## config.mk

```make
export PLATFORM = sky130hd
export DESIGN_NAME = io_uart_tx
export DESIGN_NICKNAME = d
export VERILOG_FILES = /design/src/rtl/io_uart_tx.sv
export SDC_FILE = /design/constraint.sdc
export NUM_CORES = 1
export LEC_CHECK = 0
export CORE_UTILIZATION = 35
export DETAILED_ROUTE_END_ITERATION = 8
export PLACE_DENSITY = 0.6
export SYNTH_ARGS = -nofsm -noshare
export SYNTH_HDL_FRONTEND = slang
export SYNTH_SLANG_ARGS = --single-unit
```

## constraint.sdc

```tcl
create_clock -name clk -period 3.55 [get_ports clk]
set_clock_uncertainty 0.15 [all_clocks]
set_input_delay 0.355 -clock clk [delete_from_list [all_inputs] [get_ports clk]]
set_output_delay 0.355 -clock clk [all_outputs]
set_load 0.02 [all_outputs]
```

## src/rtl/io_uart_tx.sv

```systemverilog
`default_nettype none
// ============================================================================
// Module   : io_uart_tx
// Purpose  : Memory-mapped 8N1 UART transmitter with a small byte FIFO.
//            Registers: 0x0 TXDATA, 0x4 STATUS, 0x8 BAUDDIV, 0xC CTRL.
// Revision : 1.0  initial release
// ============================================================================
module io_uart_tx #(
  parameter int          DEPTH       = 4,
  parameter logic [15:0] DEFAULT_DIV = 16'd433
) (
  input  logic        clk,
  input  logic        rst,
  input  logic [3:0]  addressIO,
  input  logic [31:0] dataInIO,
  input  logic        wEnIO,
  output logic [31:0] dataOutIO,
  output logic        txd,
  output logic        irq
);

  localparam int         PW      = (DEPTH > 1) ? $clog2(DEPTH) : 1;
  localparam logic [3:0] DEPTH_C = 4'(DEPTH);

  typedef enum logic [1:0] {
    IDLE  = 2'd0,
    START = 2'd1,
    DATA  = 2'd2,
    STOP  = 2'd3
  } state_t;

  state_t        state_q;
  logic [7:0]    mem_q [DEPTH];
  logic [PW-1:0] wr_ptr_q;
  logic [PW-1:0] rd_ptr_q;
  logic [3:0]    count_q;
  logic [3:0]    count_d;
  logic          ovf_q;
  logic [15:0]   baud_q;
  logic [1:0]    ctrl_q;
  logic [7:0]    shift_q;
  logic [2:0]    bit_idx_q;
  logic [15:0]   baud_cnt_q;
  logic          txd_q;
  logic          irq_q;

  logic sel_tx, sel_st, sel_bd, sel_ct;
  logic fifo_empty, fifo_full;
  logic push, pop, bit_end;
  logic [7:0] head;
  logic unused_bits;

  assign sel_tx = wEnIO && (addressIO[3:2] == 2'd0);
  assign sel_st = wEnIO && (addressIO[3:2] == 2'd1);
  assign sel_bd = wEnIO && (addressIO[3:2] == 2'd2);
  assign sel_ct = wEnIO && (addressIO[3:2] == 2'd3);

  assign fifo_empty = (count_q == 4'd0);
  assign fifo_full  = (count_q == DEPTH_C);
  // Acceptance looks only at the pre-edge count, so a same-edge pop never
  // makes room for a push into a full FIFO.
  assign push       = sel_tx && !fifo_full;
  assign bit_end    = (baud_cnt_q == 16'd0);
  // Pops happen from IDLE, or at the very end of a stop bit for back-to-back frames.
  assign pop        = ctrl_q[0] && !fifo_empty &&
                      ((state_q == IDLE) || ((state_q == STOP) && bit_end));
  assign head       = mem_q[rd_ptr_q];
  assign count_d    = count_q + {3'd0, push} - {3'd0, pop};

  assign unused_bits = ^{dataInIO[31:16], addressIO[1:0]};

  // Control/status registers written by the CPU
  always_ff @(posedge clk or posedge rst) begin
    if (rst) begin
      baud_q <= DEFAULT_DIV;
      ctrl_q <= 2'd0;
      ovf_q  <= 1'b0;
    end else begin
      if (sel_bd) baud_q <= dataInIO[15:0];
      if (sel_ct) ctrl_q <= dataInIO[1:0];
      if (sel_tx && fifo_full)         ovf_q <= 1'b1;
      else if (sel_st && dataInIO[3])  ovf_q <= 1'b0;
    end
  end

  // FIFO storage; contents need no reset since count gates every read
  always_ff @(posedge clk) begin
    if (push) mem_q[wr_ptr_q] <= dataInIO[7:0];
  end

  // FIFO pointers and occupancy; pointers wrap naturally since DEPTH is a power of 2
  always_ff @(posedge clk or posedge rst) begin
    if (rst) begin
      wr_ptr_q <= '0;
      rd_ptr_q <= '0;
      count_q  <= 4'd0;
    end else begin
      if (push) wr_ptr_q <= wr_ptr_q + PW'(1);
      if (pop)  rd_ptr_q <= rd_ptr_q + PW'(1);
      count_q <= count_d;
    end
  end

  // TX state machine: framing, per-bit period latching, registered txd and irq
  always_ff @(posedge clk or posedge rst) begin
    if (rst) begin
      state_q    <= IDLE;
      txd_q      <= 1'b1;
      irq_q      <= 1'b0;
      shift_q    <= 8'd0;
      bit_idx_q  <= 3'd0;
      baud_cnt_q <= 16'd0;
    end else begin
      irq_q <= ctrl_q[1] & fifo_empty & (state_q == IDLE);
      case (state_q)
        IDLE: begin
          txd_q <= 1'b1;
          if (pop) begin
            shift_q    <= head;
            baud_cnt_q <= baud_q;
            txd_q      <= 1'b0;
            state_q    <= START;
          end
        end
        START: begin
          if (bit_end) begin
            txd_q      <= shift_q[0];
            shift_q    <= {1'b0, shift_q[7:1]};
            bit_idx_q  <= 3'd0;
            baud_cnt_q <= baud_q;
            state_q    <= DATA;
          end else begin
            baud_cnt_q <= baud_cnt_q - 16'd1;
          end
        end
        DATA: begin
          if (bit_end) begin
            baud_cnt_q <= baud_q;
            if (bit_idx_q == 3'd7) begin
              txd_q   <= 1'b1;
              state_q <= STOP;
            end else begin
              txd_q     <= shift_q[0];
              shift_q   <= {1'b0, shift_q[7:1]};
              bit_idx_q <= bit_idx_q + 3'd1;
            end
          end else begin
            baud_cnt_q <= baud_cnt_q - 16'd1;
          end
        end
        STOP: begin
          if (bit_end) begin
            if (pop) begin
              shift_q    <= head;
              baud_cnt_q <= baud_q;
              txd_q      <= 1'b0;
              state_q    <= START;
            end else begin
              state_q <= IDLE;
            end
          end else begin
            baud_cnt_q <= baud_cnt_q - 16'd1;
          end
        end
        default: state_q <= IDLE;
      endcase
    end
  end

  // Zero-latency register read mux
  always_comb begin
    dataOutIO = 32'd0;
    case (addressIO[3:2])
      2'd1:    dataOutIO = {24'd0, count_q, ovf_q, (state_q != IDLE), fifo_full, fifo_empty};
      2'd2:    dataOutIO = {16'd0, baud_q};
      2'd3:    dataOutIO = {30'd0, ctrl_q};
      default: dataOutIO = 32'd0;
    endcase
  end

  assign txd = txd_q;
  assign irq = irq_q;

endmodule
`default_nettype wire

```

==> summary.md <==
| Metric | Value |
|---|---|
| Die Area | `14190 sq um` |
| Pwr/cell area | `831.8 nW/um^2` |
| CTS Buf Count | `9` |
| Placed Area | `5314 sq um` |
| Sequential area share after synthesis | `50.39%` |
| Tightest Hold Check Type | `flop to flop` |
| Crit path required time | `3.63 ns` |
| EDFF count, synth | `32` |
| Port Buffers | `38` |
| Minimum clock period | `2.970 ns` |
| Worst Path Max Fanout | `6` |
| Vias | `3237` |
| Routability cong. | `0.8431` |
| Fin. Hold Viols | `0` |
| Layout area overhead | `16.44%` |
| Final non-filler cell total | `619` |
| Drt pass-1 iters | `5` |
| F_max | `336.7 MHz` |
| Initial Utilization | `36.12%` |
| Max-cap viol count | `0` |
| # setup viols final | `0` |
| Cell row count | `42` |
| CTS tree | `built` |
| Arrival @ worst endpoint | `3.05 ns` |
| Hold WS | `0.3538 ns` |
| Fill count | `1285` |
| Max Transition Viols Final | `0` |
| Fin Setup TNS | `0 ns` |
| Total track usage | `15.65%` |
| Static Leakage | `2.267 nW` |
| Placed Cells incl. Taps | `603` |
| Routed WL | `10300 um` |
| Fraction of registers with async set/reset | `64.44%` |
| Crit-path cells | `inv_1, ha_1, or3b_1, and3_1, a41oi_4, inv_2, ha_1, inv_1, ha_1, inv_1, fa_1, xnor2_1` |
| Share of cells above drive strength 1 | `18.74%` |
| Detail Route Antenna Nets | `0` |
| Period utilisation layout | `83.66%` |
| Pwr Total | `4.651 mW` |
| DRC violations left | `0` |
| Total I/O pin count | `73` |
| Number of global-route vias before repair | `3352` |
| Final-stage net count | `496` |
| CTS sink cnt | `90` |
| Mean Syn Cell Area | `12.10 sq um` |
| Post-CTS Setup Inserts | `0` |
| Die Span Y | `119.1 um` |
| Largest net degree at the start of global routing | `44` |
| DR vias/cell | `5.229` |
| Yosys warns | `0` |
| Maximum clock insertion buffer count | `2` |
| Total congestion overflow | `0` |
| H-tree levels | `3` |
| CP Capture Type | `flop` |
| Clock-pin slew on the worst setup and hold paths | `0.07 ns` |
| Netlist cell types | `62` |
| Synth Flop Type | `dfrtp_1` |
| Global-route wire length before repair | `17240 um` |
| Crit path largest cell delay | `0.46 ns` |
| Dpl hpwl | `7430 um` |
| Post-CTS sizing | `0` |
| Skew-Pair Late Insertion Delay | `0.35 ns` |
| Clk root buf | `clkbuf_16` |
| Slowest cell on the critical path | `or3b_1` |
| Status | `finished, final reports clean` |
| Max VDD drop | `356.6 uV` |
| Initial antenna violation count | `0` |
| Max transition margin | `38.70%` |
| Number of antenna cells inserted | `0` |
| Synthesized flop and latch total | `90` |
| Die Span X | `119.1 um` |
| RSZ-0062 raised after global routing | `false` |
| Wire per inst | `16.64 um` |
| Hold_buf cts | `0` |
| Post-Synthesis Cell Area | `4802 sq um` |
| Core footprint | `13300 sq um` |
| Crit path kind | `flop to flop` |
| Worst-Margin Slew | `0.9181 ns` |
| Setup crit start kind | `flop` |
| Post-Synthesis Cells | `397` |
| Iter 0 DRT Violations | `207` |
| Final Cell Area | `5592 sq um` |
[layout make-up]
cell class,instances,area [sq um],share of cell area [%]
clock buffer,9,225.2,4.028
clock inverter,7,52.55,0.9398
inverter,23,86.33,1.544
multi-input combinational,268,2147,38.40
sequential,90,2420,43.28
tap,176,220.2,3.938
timing repair buffer,46,440.4,7.876
[layer usage]
| metal | wire, um | GRT usage, % |
|---|---|---|
| met3 | 469 | 3.017 |
| met4 | 133 | 4.984 |
| met5 | 0 | 0 |
| met2 | 4973 | 25.84 |
| met1 | 4723 | 20.64 |
[kinds of logic after synthesis]
| kind of cell | count (synthesis) | share of synthesized area (%) |
|---|---|---|
| other | 1 | 0.07809 |
| multiplexers | 50 | 13.42 |
| adder cells (fa/ha/maj) | 19 | 5.107 |
| AND/OR/NAND/NOR | 96 | 11.00 |
| AO/OA/AOI/OAI | 75 | 11.75 |
| buffers and inverters | 54 | 6.071 |
| flip-flops | 90 | 50.39 |
| XOR/XNOR | 12 | 2.189 |
[cell usage after synthesis, types with 2 or more instances]
master / n / area (sq um)
a32oi_1: 4 / 35.03
nor4_1: 3 / 18.77
and2_1: 14 / 87.58
dfrtp_1: 52 / 1301
edfxtp_1: 32 / 960.9
dfstp_2: 6 / 157.7
nand3_1: 4 / 20.02
nand2_1: 21 / 78.83
nor3b_1: 3 / 22.52
buf_6: 3 / 33.78
xnor2_1: 8 / 70.07
o32ai_1: 4 / 35.03
a21o_1: 3 / 22.52
nor3_1: 7 / 35.03
a31oi_1: 3 / 18.77
nor2b_1: 4 / 25.02
mux2i_1: 7 / 70.07
nand2b_1: 2 / 12.51
nor2_1: 21 / 78.83
buf_4: 17 / 127.6
a221o_1: 2 / 20.02
nand4_1: 3 / 18.77
mux2_2: 35 / 394.1
mux4_2: 8 / 180.2
a21oi_1: 14 / 70.07
o21ai_0: 14 / 70.07
a22oi_1: 3 / 22.52
ha_1: 18 / 225.2
o22ai_1: 4 / 25.02
clkbuf_1: 9 / 33.78
xor2_1: 4 / 35.03
and3_1: 4 / 25.02
buf_2: 2 / 10.01
a22o_1: 10 / 87.58
inv_1: 22 / 82.58
[through the flow]
stage | utilization [%] | setup WS, ns
finish | 42.06 | 0.5799
CTS | 42.06 | 0.5659
detailed placement | 39.97 | 0.5810
global placement | 39.97 | 0.6334
floorplan | - | 0.6223
global route | 42.06 | 0.4119
[placed cells by master, fill, tap and decap left out, types with 3 or more instances in the layout]
master,netlist,routed
a21o_1,3,3
a21oi_1,14,14
a22o_1,10,10
a22oi_1,3,3
a31oi_1,3,3
a32oi_1,4,4
and2_1,14,14
and3_1,4,4
buf_4,17,8
clkbuf_16,0,9
clkdlybuf4s50_1,0,38
conb_1,1,16
dfrtp_1,52,52
dfstp_2,6,6
edfxtp_1,32,32
ha_1,18,18
inv_1,22,21
mux2_2,35,35
mux2i_1,7,7
mux4_2,8,8
nand2_1,21,21
nand3_1,4,4
nand4_1,3,3
nor2_1,21,21
nor2b_1,4,4
nor3_1,7,7
nor3b_1,3,3
nor4_1,3,3
o21ai_0,14,14
o22ai_1,4,4
o32ai_1,4,4
xnor2_1,8,8
xor2_1,4,4
[critical path: cells and delay by family (launching register included)]
family / cells / cell delay (ns)
XOR/XNOR: 1 / 0.14
flip-flops: 1 / 0.41
buffers and inverters: 4 / 0.29
adder cells (fa/ha/maj): 4 / 0.95
AO/OA/AOI/OAI: 1 / 0.20
AND/OR/NAND/NOR: 2 / 0.73
[power breakdown]
group          total, mW  switching (mW)  internal [mW]
Clock              0.895           0.416          0.479
Sequential          1.59           0.255           1.34
Combinational       2.16            1.18          0.980
Total               4.65            1.85           2.80
[path summary, 6_finish.rpt]
check	start	to	slack, ns	cells past startpoint
min	shift_q[3]$_DFFE_PP0P_	shift_q[3]$_DFFE_PP0P_	0.35	1
max reg2reg	count_q[2]$_DFF_PP0_	count_q[2]$_DFF_PP0_	0.58	12
min in group asynchronous	rst	shift_q[4]$_DFFE_PP0P_	0.38	2
max	count_q[2]$_DFF_PP0_	count_q[2]$_DFF_PP0_	0.58	12
max in group asynchronous	rst	baud_q[8]$_DFFE_PP1P_	2.08	3
min reg2reg	shift_q[3]$_DFFE_PP0P_	shift_q[3]$_DFFE_PP0P_	0.35	1
[flip-flops by register name, summed over array words and instances (netlist names), named ones only]
name and count:
ovf_q 1, mem_q 32, irq 1, state_q 2
bit_idx_q 3, shift_q 8, baud_q 16, ctrl_q 2
baud_cnt_q 15, wr_ptr_q 2, rd_ptr_q 2, count_q 4
txd 1
(Power assumes the default switching activity.)
